## src/rtl/alu_mc.sv

```systemverilog
// alu_mc: multi-cycle execute-stage ALU with valid/ready handshakes.
//
// Single-cycle ops (shifts, add/sub, logic, set-less-than) complete one cycle
// after accept. MULU runs an iterative shift-add multiplier; DIVU (only when
// the ALU_DIV_EN macro is defined) runs a restoring divider on the same
// counter and datapath registers. Both iterative ops complete WIDTH cycles
// after accept. Without ALU_DIV_EN, opcode 12 is handled as an illegal op.
//
// Ports:
//   CLK        clock
//   RST        synchronous reset, active-high
//   in_valid   request valid
//   in_ready   unit can accept a request (IDLE)
//   aluop      operation code
//   ra, rb     operands (shift amount = rb[log2(WIDTH)-1:0])
//   out_valid  result valid (DONE)
//   out_ready  consumer accepts result
//   out        primary result (low product / quotient)
//   out_hi     high product / remainder, 0 for other ops
//   negative   out[WIDTH-1]
//   overflow   signed add/sub overflow, MULU high word non-zero,
//              DIVU by zero, illegal opcode
//   zero       out == 0
module alu_mc #(
  parameter int unsigned WIDTH = 32,
  parameter int unsigned OPW   = 4
) (
  input  logic             CLK,
  input  logic             RST,
  input  logic             in_valid,
  output logic             in_ready,
  input  logic [OPW-1:0]   aluop,
  input  logic [WIDTH-1:0] ra,
  input  logic [WIDTH-1:0] rb,
  output logic             out_valid,
  input  logic             out_ready,
  output logic [WIDTH-1:0] out,
  output logic [WIDTH-1:0] out_hi,
  output logic             negative,
  output logic             overflow,
  output logic             zero
);

  localparam int unsigned SW = $clog2(WIDTH);

  localparam logic [OPW-1:0] OP_SLL  = OPW'(0);
  localparam logic [OPW-1:0] OP_SRL  = OPW'(1);
  localparam logic [OPW-1:0] OP_SRA  = OPW'(2);
  localparam logic [OPW-1:0] OP_ADD  = OPW'(3);
  localparam logic [OPW-1:0] OP_SUB  = OPW'(4);
  localparam logic [OPW-1:0] OP_AND  = OPW'(5);
  localparam logic [OPW-1:0] OP_OR   = OPW'(6);
  localparam logic [OPW-1:0] OP_XOR  = OPW'(7);
  localparam logic [OPW-1:0] OP_NOR  = OPW'(8);
  localparam logic [OPW-1:0] OP_SLT  = OPW'(9);
  localparam logic [OPW-1:0] OP_SLTU = OPW'(10);
  localparam logic [OPW-1:0] OP_MULU = OPW'(11);
`ifdef ALU_DIV_EN
  localparam logic [OPW-1:0] OP_DIVU = OPW'(12);
`endif

  typedef enum logic [1:0] {
    IDLE,
    BUSY,
    DONE
  } state_t;

  state_t state, state_next;

  // Iterative datapath: hi_q/lo_q hold {partial product, multiplier} for
  // MULU and {remainder, dividend/quotient} for DIVU; opnd_q holds the
  // multiplicand or divisor.
  logic [WIDTH-1:0] hi_q, lo_q, opnd_q;
  logic [SW-1:0]    cnt_q;

  // Registered result and flags.
  logic [WIDTH-1:0] res_q, res_hi_q;
  logic             neg_q, ovf_q, zero_q;

  // Single-cycle decode.
  logic [WIDTH-1:0] sc_out, add_res, sub_res;
  logic             sc_ovf, is_iter;
  logic [SW-1:0]    shamt;

  // One iteration step.
  logic [WIDTH-1:0] st_hi_in, st_lo_in, st_opnd;
  logic [WIDTH-1:0] step_hi, step_lo;
  logic [WIDTH:0]   mul_sum;
  logic             fin_ovf;

`ifdef ALU_DIV_EN
  logic             is_div, div_q, st_div;
  logic [WIDTH:0]   div_shift, div_diff;
`endif

  assign in_ready  = (state == IDLE);
  assign out_valid = (state == DONE);
  assign out       = res_q;
  assign out_hi    = res_hi_q;
  assign negative  = neg_q;
  assign overflow  = ovf_q;
  assign zero      = zero_q;

  assign shamt   = rb[SW-1:0];
  assign add_res = ra + rb;
  assign sub_res = ra - rb;

  always_comb begin
    sc_out  = '0;
    sc_ovf  = 1'b0;
    is_iter = 1'b0;
`ifdef ALU_DIV_EN
    is_div  = 1'b0;
`endif
    case (aluop)
      OP_SLL:  sc_out = ra << shamt;
      OP_SRL:  sc_out = ra >> shamt;
      OP_SRA:  sc_out = $signed(ra) >>> shamt;
      OP_ADD: begin
        sc_out = add_res;
        sc_ovf = (ra[WIDTH-1] == rb[WIDTH-1]) && (add_res[WIDTH-1] != ra[WIDTH-1]);
      end
      OP_SUB: begin
        sc_out = sub_res;
        sc_ovf = (ra[WIDTH-1] != rb[WIDTH-1]) && (sub_res[WIDTH-1] != ra[WIDTH-1]);
      end
      OP_AND:  sc_out = ra & rb;
      OP_OR:   sc_out = ra | rb;
      OP_XOR:  sc_out = ra ^ rb;
      OP_NOR:  sc_out = ~(ra | rb);
      OP_SLT:  sc_out = WIDTH'($signed(ra) < $signed(rb));
      OP_SLTU: sc_out = WIDTH'(ra < rb);
      OP_MULU: is_iter = 1'b1;
`ifdef ALU_DIV_EN
      OP_DIVU: begin
        is_iter = 1'b1;
        is_div  = 1'b1;
      end
`endif
      // Illegal opcode: out=0, overflow=1 (zero follows from out).
      default: sc_ovf = 1'b1;
    endcase
  end

  // The first iteration step is applied on the accept edge straight from the
  // input operands, so the remaining WIDTH-1 steps in BUSY land the result
  // exactly WIDTH cycles after accept.
  always_comb begin
    if (state == IDLE) begin
      st_hi_in = '0;
      st_lo_in = ra;
      st_opnd  = rb;
    end else begin
      st_hi_in = hi_q;
      st_lo_in = lo_q;
      st_opnd  = opnd_q;
    end

    // Shift-add: conditionally add multiplicand to the high half, then shift
    // the whole {carry, hi, lo} right by one; multiplier bits leave from lo.
    mul_sum = {1'b0, st_hi_in} + (st_lo_in[0] ? {1'b0, st_opnd} : '0);
    step_hi = mul_sum[WIDTH:1];
    step_lo = {mul_sum[0], st_lo_in[WIDTH-1:1]};
    fin_ovf = (step_hi != '0);

`ifdef ALU_DIV_EN
    st_div = (state == IDLE) ? is_div : div_q;
    // Restoring step: shift the next dividend bit into the remainder and try
    // to subtract; bit WIDTH of the difference is the borrow. A zero divisor
    // naturally yields quotient all-ones and remainder equal to the dividend.
    div_shift = {st_hi_in, st_lo_in[WIDTH-1]};
    div_diff  = div_shift - {1'b0, st_opnd};
    if (st_div) begin
      fin_ovf = (st_opnd == '0);
      if (!div_diff[WIDTH]) begin
        step_hi = div_diff[WIDTH-1:0];
        step_lo = {st_lo_in[WIDTH-2:0], 1'b1};
      end else begin
        step_hi = div_shift[WIDTH-1:0];
        step_lo = {st_lo_in[WIDTH-2:0], 1'b0};
      end
    end
`endif
  end

  always_ff @(posedge CLK) begin
    if (RST) begin
      state <= IDLE;
    end else begin
      state <= state_next;
    end
  end

  always_comb begin
    state_next = state;
    case (state)
      IDLE: if (in_valid) state_next = is_iter ? BUSY : DONE;
      BUSY: if (cnt_q == '0) state_next = DONE;
      DONE: if (out_ready) state_next = IDLE;
      default: state_next = IDLE;
    endcase
  end

  always_ff @(posedge CLK) begin
    if (RST) begin
      hi_q     <= '0;
      lo_q     <= '0;
      opnd_q   <= '0;
      cnt_q    <= '0;
      res_q    <= '0;
      res_hi_q <= '0;
      neg_q    <= 1'b0;
      ovf_q    <= 1'b0;
      zero_q   <= 1'b0;
`ifdef ALU_DIV_EN
      div_q    <= 1'b0;
`endif
    end else begin
      case (state)
        IDLE: begin
          if (in_valid) begin
            if (is_iter) begin
              hi_q   <= step_hi;
              lo_q   <= step_lo;
              opnd_q <= rb;
              cnt_q  <= SW'(WIDTH - 2);
`ifdef ALU_DIV_EN
              div_q  <= is_div;
`endif
            end else begin
              res_q    <= sc_out;
              res_hi_q <= '0;
              neg_q    <= sc_out[WIDTH-1];
              ovf_q    <= sc_ovf;
              zero_q   <= (sc_out == '0);
            end
          end
        end
        BUSY: begin
          hi_q  <= step_hi;
          lo_q  <= step_lo;
          cnt_q <= cnt_q - 1'b1;
          if (cnt_q == '0) begin
            res_q    <= step_lo;
            res_hi_q <= step_hi;
            neg_q    <= step_lo[WIDTH-1];
            ovf_q    <= fin_ovf;
            zero_q   <= (step_lo == '0);
          end
        end
        default: ;
      endcase
    end
  end

endmodule

```

## config.mk

```make
export PLATFORM = sky130hd
export DESIGN_NAME = alu_mc
export DESIGN_NICKNAME = d
export VERILOG_FILES = /design/src/rtl/alu_mc.sv
export SDC_FILE = /design/constraint.sdc
export NUM_CORES = 1
export LEC_CHECK = 0
export CORE_UTILIZATION = 55
export DETAILED_ROUTE_END_ITERATION = 6
export DONT_BUFFER_PORTS = 1
export MAX_ROUTING_LAYER = met4
export PLACE_DENSITY = 0.7
export SYNTH_ARGS = -nofsm -noshare
export SYNTH_HDL_FRONTEND = slang
export SYNTH_SLANG_ARGS = --single-unit
```

## constraint.sdc

```tcl
create_clock -name CLK -period 15.8 [get_ports CLK]
set_input_delay 3.16 -clock CLK [delete_from_list [all_inputs] [get_ports CLK]]
set_output_delay 3.16 -clock CLK [all_outputs]
set_load 0.05 [all_outputs]
```

==> metrics.yaml <==
synth_top_family_by_area: "compound AO/OA/AOI/OAI gates"
cts_resized: 0
drtAntennaViolNets: 0
io_buffers: 0
clockBufferDepth: 2
slew_headroom_pct: 10.6
mostFrequentLayoutCells: "nand2_1, nor2_1, a21oi_1"
pre_cts_ws_ns: 7.60
via_count: 22600
critPathLaunchType: "input pin"
setup_ws_ns: 7.79
post_cts_buffers: 0
synth_area_mm2: 0.0196
areaGrowthSynthToFinish_pct: 2.55
first_pass_iters: 7
synth_compound_area_share_pct: 28.0
drt_iter0_drc: 3637
drive_gt1_share_pct: 7.01
crit_type: "input pin to flop"
syn_inst: 2730
finalWeightedCongestion: 1.09
worstPathCellList: "inv_1 > ha_1 > a21oi_1 > o211ai_1 > a21boi_0 > o32ai_1 > a2111oi_0 > o221a_2 > nor2_1 > or3b_2 > nor4_1 > a41o_1"
drt_wl_total_mm: 92.5
final_util_pct: 57.7
fp.dieH_um: 191
yosys-mux-area-fraction_pct: 11.6
synthTopCellsByArea: "dfxtp_1, ha_1, nand2_1, a21oi_1, mux4_2"
worst_pin_slew_ns: 1.31
cts.reportedPaths.clkPinSlew_ns: 0.07
insertion_delay_ns: 0.46
critPathMaxStageDelay_ns: 1.17
timing.fmax_mhz: 125
yosysTopAreaCell: "dfxtp_1"
cts-root-buf: "clkbuf_16"
synthFlopType: "dfxtp_1"
hold_buffers: 0
seqPwrFrac_pct: 33.6
finalHoldViolCount: 0
p_int_mw: 0.859
p_switching_mw: 0.561
combPwrFrac_pct: 33.8
cts_buffers: 17
cts.sinks: 169
htree_levels: 4
ys_seq_area_share_pct: 17.3
drcViolationCount: 25
viasPerCell: 7.48
synth-seq-cells: 169
start_util_pct: 56.3
wl_per_cell_um: 30.7
finalSetupViolations: 0
status: "complete, but fails checks"
ys_warn_count: 0
synth_top_area_share_pct: 17.3
swShare_pct: 39.5
cellLeakagePower_nw: 7.73
grt_pass1_vias: 20400
syn_nets: 2953
grt_max_degree: 171
grtUsageTotal_pct: 51.1
critPathSlowestCell: "a2111oi_0"
synthAdderAreaFrac_pct: 9.76
worst-path-buf-inv: 1
skew_ns: 0.0111
wl_met2_mm: 37.4
dp_hpwl_mm: 66.9
worst_path_dominant_cell_family: "compound AO/OA/AOI/OAI gates"
violations: "DRC"
stdcell_count: 3017
rsz0062_at_grt: "no"
setup_tns_ns: 0
drv_cap: 0
cp-end-kind: "flop"
fin_crit_sh_pct: 50.7
postPlaceCellArea_mm2: 0.0194
hold_path.class: "flop to flop"
highest_layer: "met4"
ios: 141
p_clk_share_pct: 32.6
cellPowerDensity_mw_per_mm2: 70.7
grt_pass1_wl_mm: 134
dieArea_mm2: 0.0364
synthSimpleGateAreaFrac_pct: 24.1
layout_min_cycle_time_ns: 8.01
synth_edf_count: 0
worstPathArrival_ns: 8.41
met1_length_mm: 35.8
grt_overflow: 0
rows: 68
maxSlewViolCount: 0
place_inst: 2978
synth_cell_type_count: 88
synthArstFlopShare_pct: 0
die_w_um: 191
antenna_found_initial: 8
final_common_cell: "nand2_1"
wl_met3_mm: 13.7
cts_tree: "done"
syn_avg_cell_area_um2: 7.17
irDropWorstVdd_uv: 104
cp_max_fo: 51
finalNetCount: 2765
post-route-cell-area_mm2: 0.0201
yosys.area_share.xor_xnor_pct: 1.97
core_mm2: 0.0348
crit_required_ns: 16.20
[state kept, by name, summed over array words and instances (netlist names)]
| signal | cells |
|---|---|
| state | 2 |
| opnd_q | 32 |
| out_hi | 32 |
| cnt_q | 5 |
| out | 32 |
| lo_q | 32 |
| overflow | 1 |
| zero | 1 |
| hi_q | 32 |
[final cells by class]
cell class / instances / area (um2)
clock inverter: 15 / 209
sequential: 169 / 3380
tap: 455 / 569
antenna: 7 / 17.5
clock buffer: 17 / 425
multi-input combinational: 2209 / 14800
fill: 3309 / 14700
timing repair buffer: 30 / 225
inverter: 115 / 432
[worst reg2reg max path, cell delays in order, from the launching register on]
cell	delay (ns)
dfxtp_1	0.49
or2_2	0.17
buf_4	0.76
inv_2	0.52
buf_4	0.50
mux2i_4	0.35
buf_4	0.27
a21oi_1	0.23
ha_1	0.22
inv_1	0.07
fa_1	0.46
nand2b_1	0.18
a21oi_1	0.23
nor2b_1	0.13
xnor2_1	0.18
or4_1	0.54
or3_1	0.31
nor4b_1	0.37
nor4b_1	0.51
nand4b_1	0.27
nor4_1	0.39
a41oi_1	0.15
[cell usage after synthesis, types with 31 or more instances]
cell type    n
nand2_1    402
nor2_1     293
a21oi_1    287
clkbuf_1   174
dfxtp_1    169
ha_1       148
inv_1      114
o21ai_0     87
mux2i_1     72
a211oi_1    64
mux4_2      57
nand3_1     54
nor3_1      53
and2_1      49
a22oi_1     46
a311oi_1    35
xnor2_1     35
o211ai_1    34
nor4_1      31
[worst paths after layout]
check	startpoint	endpoint	slack, ns	cells after the start
setup / recovery	rb[4]	zero	7.79	12
hold / removal	opnd_q[18]	opnd_q[18]	0.45	2
hold reg to reg	opnd_q[18]	opnd_q[18]	0.45	2
setup reg to reg	state[0]	overflow	8.37	21
[power by group through the flow]
stage                     registers [mW]  clock network, mW  logic (mW)
final                              0.478              0.462       0.480
after global routing               0.479              0.476       0.500
after CTS                          0.477              0.459       0.454
after detailed placement           0.487                  0       0.452
after global placement             0.487                  0       0.449
after floorplan                    0.482                  0       0.350
[per-layer routing]
metal  vias up  global-route usage, %
met3       382                   17.6
met5         -                      -
met4         0                   27.0
met1     10700                   65.6
met2      1915                   69.7
li1       9573                      -
[per-stage QoR]
step | hold WS, ns | power [mW]
detailed placement | 0.441 | 0.939
global placement | 0.434 | 0.935
finish | 0.452 | 1.42
CTS | 0.450 | 1.39
global route | 0.469 | 1.45
floorplan | 0.431 | 0.831
[cell families (layout without fill, tap and decap cells)]
group / after synthesis / count (layout)
and+or+nand+nor: 1036 / 1036
AOI/OAI and AO/OA: 826 / 826
buffers and inverters: 352 / 177
DFF: 169 / 169
muxes: 152 / 152
adders and majority gates: 151 / 151
xor gates and xnor gates: 44 / 44
other: 0 / 7
Note: power is estimated with default switching activity, not from simulation.
